## src/rtl/branch_redirect_ctrl.sv

```systemverilog
// EX-stage branch/jump redirect sequencer: issues a held redirect request to
// fetch on a taken decision, drains the wrong path with flush pulses, blocks
// EX while busy, and keeps saturating taken/not-taken statistics counters.
module branch_redirect_ctrl #(
    parameter int unsigned CNT_W        = 16,
    parameter int unsigned DRAIN_CYCLES = 1
) (
    input  logic             clk,
    input  logic             rst_n,
    input  logic             ex_valid_i,
    input  logic             pipe_stall_i,
    input  logic [2:0]       branch_jump_i,
    input  logic             pc_sel_i,
    input  logic [31:0]      target_pc_i,
    input  logic             if_ready_i,
    input  logic             cnt_clr_i,
    output logic             redirect_valid_o,
    output logic [31:0]      redirect_pc_o,
    output logic             flush_if_id_o,
    output logic             flush_id_ex_o,
    output logic             hold_ex_o,
    output logic             misalign_o,
    output logic [CNT_W-1:0] taken_cnt_o,
    output logic [CNT_W-1:0] ntaken_cnt_o
);

    localparam int unsigned DRAIN_W = 3;
    localparam int unsigned PC_W    = 32;
    localparam logic [2:0]  BJ_NONE = 3'b010;

    typedef enum logic [1:0] {
        ST_IDLE     = 2'd0,
        ST_REDIRECT = 2'd1,
        ST_DRAIN    = 2'd2
    } state_e;

    state_e             state_q;
    logic [DRAIN_W-1:0] drain_q;
    logic [PC_W-1:0]    redirect_pc_q;
    logic               redirect_valid_q;
    logic               flush_if_id_q;
    logic               flush_id_ex_q;
    logic               hold_ex_q;
    logic               misalign_q;
    logic [CNT_W-1:0]   taken_cnt_q;
    logic [CNT_W-1:0]   taken_cnt_d;
    logic [CNT_W-1:0]   ntaken_cnt_q;
    logic [CNT_W-1:0]   ntaken_cnt_d;
    logic               accept;

    // An evaluation only counts when idle, valid, unstalled and a real branch class
    assign accept = (state_q == ST_IDLE) && ex_valid_i && !pipe_stall_i
                    && (branch_jump_i != BJ_NONE);

    // Redirect sequencing FSM with registered request/flush/hold outputs
    always_ff @(posedge clk or negedge rst_n) begin
        if (!rst_n) begin
            state_q          <= ST_IDLE;
            drain_q          <= '0;
            redirect_pc_q    <= '0;
            redirect_valid_q <= 1'b0;
            flush_if_id_q    <= 1'b0;
            flush_id_ex_q    <= 1'b0;
            hold_ex_q        <= 1'b0;
            misalign_q       <= 1'b0;
        end else begin
            misalign_q <= 1'b0;
            case (state_q)
                ST_IDLE: begin
                    if (accept && pc_sel_i) begin
                        state_q          <= ST_REDIRECT;
                        redirect_pc_q    <= target_pc_i & ~PC_W'(1);
                        misalign_q       <= target_pc_i[1];
                        redirect_valid_q <= 1'b1;
                        flush_if_id_q    <= 1'b1;
                        flush_id_ex_q    <= 1'b1;
                        hold_ex_q        <= 1'b1;
                    end
                end
                ST_REDIRECT: begin
                    if (if_ready_i) begin
                        state_q          <= ST_DRAIN;
                        drain_q          <= DRAIN_W'(DRAIN_CYCLES);
                        redirect_valid_q <= 1'b0;
                        flush_id_ex_q    <= 1'b0;
                    end
                end
                ST_DRAIN: begin
                    drain_q <= drain_q - DRAIN_W'(1);
                    if (drain_q == DRAIN_W'(1)) begin
                        state_q       <= ST_IDLE;
                        flush_if_id_q <= 1'b0;
                        hold_ex_q     <= 1'b0;
                    end
                end
                default: begin
                    state_q          <= ST_IDLE;
                    drain_q          <= '0;
                    redirect_valid_q <= 1'b0;
                    flush_if_id_q    <= 1'b0;
                    flush_id_ex_q    <= 1'b0;
                    hold_ex_q        <= 1'b0;
                end
            endcase
        end
    end

    // Saturating statistics counters; clear wins over a same-cycle increment
    always_comb begin
        taken_cnt_d  = taken_cnt_q;
        ntaken_cnt_d = ntaken_cnt_q;
        if (cnt_clr_i) begin
            taken_cnt_d  = '0;
            ntaken_cnt_d = '0;
        end else if (accept) begin
            if (pc_sel_i) begin
                if (taken_cnt_q != '1) taken_cnt_d = taken_cnt_q + CNT_W'(1);
            end else begin
                if (ntaken_cnt_q != '1) ntaken_cnt_d = ntaken_cnt_q + CNT_W'(1);
            end
        end
    end

    // Counter registers
    always_ff @(posedge clk or negedge rst_n) begin
        if (!rst_n) begin
            taken_cnt_q  <= '0;
            ntaken_cnt_q <= '0;
        end else begin
            taken_cnt_q  <= taken_cnt_d;
            ntaken_cnt_q <= ntaken_cnt_d;
        end
    end

    assign redirect_valid_o = redirect_valid_q;
    assign redirect_pc_o    = redirect_pc_q;
    assign flush_if_id_o    = flush_if_id_q;
    assign flush_id_ex_o    = flush_id_ex_q;
    assign hold_ex_o        = hold_ex_q;
    assign misalign_o       = misalign_q;
    assign taken_cnt_o      = taken_cnt_q;
    assign ntaken_cnt_o     = ntaken_cnt_q;

endmodule

```

## config.mk

```make
export PLATFORM = sky130hd
export DESIGN_NAME = branch_redirect_ctrl
export DESIGN_NICKNAME = d
export VERILOG_FILES = /design/src/rtl/branch_redirect_ctrl.sv
export SDC_FILE = /design/constraint.sdc
export NUM_CORES = 1
export LEC_CHECK = 0
export BUFFER_PORTS_ARGS = -buffer_cell sky130_fd_sc_hd__buf_2
export CELL_PAD_IN_SITES_DETAIL_PLACEMENT = 0
export CELL_PAD_IN_SITES_GLOBAL_PLACEMENT = 1
export CORE_MARGIN = 5
export CORE_UTILIZATION = 39
export CTS_BUF_LIST = sky130_fd_sc_hd__clkbuf_4
export DETAILED_ROUTE_END_ITERATION = 7
export PLACE_DENSITY_LB_ADDON = 0.12
export SLEW_MARGIN = 15
export SYNTH_ARGS = -nofsm -noshare
export SYNTH_HDL_FRONTEND = slang
export SYNTH_SLANG_ARGS = --single-unit
```

## constraint.sdc

```tcl
create_clock -name clk -period 2.9 [get_ports clk]
set_input_delay 0.29 -clock clk [delete_from_list [all_inputs] [get_ports clk]]
set_output_delay 0.29 -clock clk [all_outputs]
set_load 0.1 [all_outputs]
```

After elaboration in Yosys (flattened, before gate mapping)
Cells that the tools add are included.
{ "word_totals": {"out_inout_bits": 69, "reg_bits": 71, "wordCells": 62} }
{ "op_classes": {"reduce_logical": 17, "n_addsub": 3, "muxes": 21, "eq_ne": 10, "bitwise_logic": 3} }
{ "op_table": {"columns": ["op", "count"], "rows": [
  ["$mux W16", 8],
  ["$add A16 B1 Y16 const B", 2],
  ["$ne A16 B16 Y1 const B", 2],
  ["$reduce_and A3 Y1", 5],
  ["$pmux W3 S3", 1],
  ["$reduce_bool A2 Y1", 4],
  ["$mux W2", 3],
  ["$pmux W1 S3", 2],
  ["$pmux W2 S3", 1],
  ["$mux W1", 5],
  ["$logic_and A1 B1 Y1", 4],
  ["$ne A2 B1 Y1 const B", 2],
  ["$ne A2 B2 Y1 const B", 2],
  ["$reduce_and A2 Y1", 2],
  ["$eq A3 B1 Y1 const B", 1],
  ["$mux W3", 1],
  ["$ne A3 B2 Y1 const B", 1],
  ["$not A1 Y1", 3],
  ["$sub A3 B1 Y3 const B", 1],
  ["$eq A2 B1 Y1 const B", 1],
  ["$eq A2 B2 Y1 const B", 1],
  ["$logic_not A2 Y1", 1],
  ["$logic_not A1 Y1", 1]
]} }

Longest topological paths before layout
{ "depth": {"depth_word": 7, "mapped_depth": 8, "mapped_depth_nobuf": 7} }

Least setup slack after synthesis
OpenSTA, ideal clock, no wires.
{ "synth_path": {"path_type": "reg-to-reg", "from": "register ntaken_cnt_q[0], in the netlist ntaken_cnt_o[0]", "to": "register ntaken_cnt_q[7], in the netlist ntaken_cnt_o[7]", "setup_slack_ps": 336, "setup_time_ps": 125, "t_required_ps": 2775, "path_stages_with_launch": 7, "path_buffers": 0, "synth_period_minus_slack_ps": 2564, "arrival_time_ps": 2440, "path_cell_list": "dfrtp_1 ha_1 nand2_1 or3_1 o21ai_2 nor4_1 mux2_2"} }
{ "synth_via": {"elab_chain_len": 5} }
{ "synth_lines": {"columns": ["item", "line_no", "text"], "rows": [
  ["start: declaration", "47", "logic [CNT_W-1:0] ntaken_cnt_q;"],
  ["start signal: assignment", "131", "ntaken_cnt_q <= ntaken_cnt_d;"],
  ["$add A16 B1 Y16", "119", "if (ntaken_cnt_q != '1) ntaken_cnt_d = ntaken_cnt_q + CNT_W'(1);"],
  ["$mux W16", "119", null],
  ["$mux W16", "116", "if (pc_sel_i) begin"],
  ["$mux W16", "115", "end else if (accept) begin"],
  ["$mux W16", "112", "if (cnt_clr_i) begin"]
]} }
Several ways; a longest one is shown, not always the timed one. The select of a mux whose other input is x is not followed.
A chain may end at the register's enable or synchronous reset.

Worst setup path after layout
{ "layout_path": {"from": "register state_q[1]", "to": "register ntaken_cnt_q[6], in the netlist ntaken_cnt_o[6]"} }
{ "layout_via": {"elab_chain_len": 6} }
{ "layout_lines": {"columns": ["item", "line_no", "text"], "rows": [
  ["start: declaration", "37", "state_e state_q;"],
  ["start signal: assignment", "58", "state_q <= ST_IDLE;"],
  ["start signal: assignment", "71", "state_q <= ST_REDIRECT;"],
  ["start signal: assignment", "82", "state_q <= ST_DRAIN;"],
  ["$logic_not A2 Y1", "52", "assign accept = (state_q == ST_IDLE) && ex_valid_i && !pipe_stall_i"],
  ["$logic_and A1 B1 Y1 (2 in series)", "52", null],
  ["$logic_and A1 B1 Y1", "53", "&& (branch_jump_i != BJ_NONE);"],
  ["$reduce_bool A2 Y1 (no source line)", null, null],
  ["$reduce_and A3 Y1 (no source line)", null, null]
]} }
No other way between the ends.

==> out/summary.md <==
Max-cap violations in this run came to 0. The die covers 10,650 µm². At the worst endpoint, the required time is 3.24 ns.

The via-per-instance ratio came out at 4.885. The share of the Yosys chip area taken by registers is 52.44%. The top-area cell type share of the netlist area was 52.44%.

The critical path goes through inv_1, ha_1, nand2_1, nor4_4, o21ai_2, or4_1, a21oi_1. 111 I/O pins were placed. For the leakage power summed over all cells, the log shows 2.169 nW. The switching fraction of total power is 58.61%, and the peak ir drop on the vdd network is 0.6845 mV. For the global placement routability congestion, the log shows 0.7911. The most used flip-flop cell after synthesis is dfrtp_1.

The number of flops mapped to enable cells by yosys was 0; the post-route clock period utilization was 77.88%. The total via count after detailed routing was 2,877. The post-detailed-route count of antenna-violating nets was 0; the cell-internal power was 1.868 mW. The synthesis warning total is 0. The average detailed-routed wire length per instance is 13.90 µm, and the number of antenna violations at the first check in global routing is 0. In the routed design, unresolved DRC markers number 0. The largest net degree at the start of global routing was 47; the net count reported at finish was 525. The run gives 34 as the number of core rows. For this design, the slowest cell found on the critical path is or4_1. The met2 track utilization from global routing was 25.70%. The clock period minus final worst setup slack was 2.259 ns. The area inside the core boundary is 8593 µm².

Dividing total power by cell area gives a power density of 1082 nW/µm². The logs give 368 for the post-synthesis cell count and 0 for the number of diodes. In this run the power spent charging and discharging nets is 2.645 mW.

For the worst-case headroom to the max-slew limit, the log shows 57.38%. The logs give 868 for the number of fill cells in the layout and 16.21% for the overall fraction of global-route tracks in use. For the max-slew violation count, the log shows 0.

The initial utilization of the core area, before any placement, comes to 39.43%. Setup repair after global routing left no endpoint under its margin. In this run the worst hold path is classified as in2reg. The tools report the capturing element type of the critical path as a flip-flop. The most crowded layer after global routing was met2.

The flow ran to the end, and the final reports show no timing, DRC or antenna violations. In the final timing run, aggregate negative setup slack is 0 ns. The run gives 2,836 as the via count of the first global-routing pass. The floorplan step set the die height to 103.2 µm. The tools report the worst-case clock skew as 0.01040 ns. By area the synthesized netlist is led by dfrtp_1 (52%), nand2_1 (12%), nor2_1 (3.1%). The first global-routing pass estimated 13,630 µm of wire. The area growth from synthesis to layout is 23.12%. Cells with a size suffix above 1 make up 29.11% of the layout. For the count of routing violations after the opening detailed-route iteration, the log shows 75. The number of flip-flops and latches in the synthesized netlist was 71; the largest incremental delay on the critical path was 0.50 ns. After clock tree synthesis, the setup repair step added 0 buffers. No sink is reached through more buffers than the 2 on the longest clock path.

Dominant cell type by area after synthesis: dfrtp_1. The run gives 20.91% as the met1 demand-to-capacity share in global routing. The first detailed-routing pass took 5 iterations. Maximum level of the CTS H-tree: 3. From left edge to right edge, the die measures 103.2 µm.

The share of async-settable or async-resettable flops after synthesis is 100.0%, and the net count after synthesis is 417. TritonCTS built the clock tree. TritonCTS created 9 clock buffers. For this design, the sink count on the clock tree is 71. The arrival time of data at the critical path endpoint came out at 2.60 ns.

The setup-violating endpoint count in the final report came out at 0. The critical path is of the reg2reg type. With fillers left out, the area of the finished cells amounts to 4172 µm². Clock root buffer: clkbuf_4.

The standard cell area after detailed placement was 4030 µm²; the remaining global-route overflow was 0. Clock-pin slew was measured on the worst setup and hold paths at 0.12 ns. The kind of start point of the critical path was a flip-flop. Derived from the worst setup path, the maximum achievable clock frequency is 442.8 MHz. Along the worst path, the maximum fanout reaches 9.

The relative contribution of the clock network to total power was 13.5%; the fraction of met3 tracks used by global routing was 5.030%. The cell area that synthesis handed to floorplanning was 3388 µm². Detailed placement ended at an HPWL of 5926 µm.

The proportion of power drawn by combinational gates was 56.4%; the proportion of power drawn by flip-flops and latches was 30.1%. At the pin with the least slew margin, the transition time is 0.6393 ns. After detailed routing, the total wire length is 8190 µm.

The hold violation total from the final report was 0; the distinct cell type count after synthesis was 49. Port buffering added 108 buffers. The clock reaches the later pin of the worst-skew pair after 0.41 ns. A synthesized cell averages 9.207 µm².

Across all hold checks on the routed design, the worst slack comes to 0.05931 ns.
layout make-up:
type / instances / area [µm²] / share of cell area (%)
clock inverter: 7 / 63.81 / 1.530
sequential: 71 / 1777 / 42.59
tap: 108 / 135.1 / 3.239
inverter: 11 / 41.29 / 0.9898
timing repair buffer: 113 / 593.1 / 14.22
multi-input combinational: 270 / 1494 / 35.81
clock buffer: 9 / 67.56 / 1.620
layout by cell type (no fill, tap or decap), types with 5 or more instances in the layout:
master,Yosys,routed
buf_2,0,108
or3_1,6,6
xor2_1,6,6
nor2_1,28,27
xnor2_1,6,6
clkbuf_4,0,9
dfrtp_1,71,71
nand4_1,6,6
nor3_1,11,11
inv_1,11,11
ha_1,7,7
o21ai_0,10,10
nand2_1,110,110
clkinv_2,0,5
mux2i_1,5,5
nand3_1,11,11
a21oi_1,13,13
Yosys cell counts (4+ instances only):
cell type,number
xnor2_1,6
and3_1,4
nand2_1,110
a21oi_1,13
or4_1,4
nand4_1,6
clkbuf_1,12
nand3_1,11
o31ai_1,4
xor2_1,6
o21ai_0,10
nor2_1,28
ha_1,7
dfrtp_1,71
or3_1,6
mux2i_1,5
inv_1,11
nor3_1,11
through the flow:
stage | power [mW] | utilization (%) | setup slack [ns] | std cells
finish | 4.514 | 48.54 | 0.6414 | 589
detailed placement | 3.939 | 46.90 | 0.6761 | 572
global route | 4.767 | 48.54 | 0.3619 | 589
CTS | 4.570 | 48.54 | 0.6279 | 589
floorplan | 3.533 | - | 0.3357 | 368
global placement | 3.920 | 46.90 | 0.6884 | 572
cell families (layout without fill, tap and decap cells):
kind of cell | Yosys count | count (layout) | share of synthesized area [%]
DFF | 71 | 71 | 52.44
muxes | 6 | 6 | 1.809
AOI/OAI and AO/OA | 42 | 42 | 7.903
xor gates and xnor gates | 12 | 12 | 3.102
and+or+nand+nor | 202 | 202 | 28.51
adders and majority gates | 7 | 7 | 2.585
other | 1 | 1 | 0.1107
buffers and inverters | 27 | 140 | 3.545
registers in the layout, summed over array words and instances (netlist names):
register / cells
hold_ex_o: 1
flush_id_ex_o: 1
redirect_pc_o: 31
state_q: 2
ntaken_cnt_o: 16
drain_q: 3
taken_cnt_o: 16
misalign_o: 1
worst max-delay path: cells and delay by family, from the launching register on:
kind            cells  cell delay (ns)
compound gates      2             0.38
fa+ha+maj           1             0.29
buf+inv             1             0.09
flops               1             0.42
simple gates        3             1.00
worst paths after layout:
path,start,to,slack [ns],cells after the start
min reg2reg,redirect_pc_o[25]$_DFFE_PN0P_,redirect_pc_o[25]$_DFFE_PN0P_,0.48,2
min,target_pc_i[10],redirect_pc_o[10]$_DFFE_PN0P_,0.06,3
max reg2reg,state_q[1]$_DFFE_PN0P_,ntaken_cnt_o[6]$_DFFE_PN0P_,0.64,7
max,state_q[1]$_DFFE_PN0P_,ntaken_cnt_o[6]$_DFFE_PN0P_,0.64,7
min in group asynchronous,rst_n,ntaken_cnt_o[3]$_DFFE_PN0P_,0.42,2
max in group asynchronous,rst_n,taken_cnt_o[3]$_DFFE_PN0P_,1.81,3
routing by layer:
layer,routed length (µm),up-vias
met4,110,0
li1,-,1454
met5,0,-
met2,3798,76
met3,654,10
met1,3627,1337
timing repair:
item,CTS,global route
hold endpoints to repair,25,0
resized for setup,0,0
hold buffers,1,0
power groups by stage:
| stage | Sequential (mW) | Clock [mW] | Combinational, mW |
|---|---|---|---|
| floorplan | 2.97 | 0 | 0.563 |
| detailed placement | 1.37 | 0 | 2.57 |
| global placement | 1.37 | 0 | 2.55 |
| finish | 1.36 | 0.608 | 2.55 |
| global route | 1.40 | 0.689 | 2.68 |
| CTS | 1.36 | 0.640 | 2.57 |
Note: power is estimated with default switching activity, not from simulation.
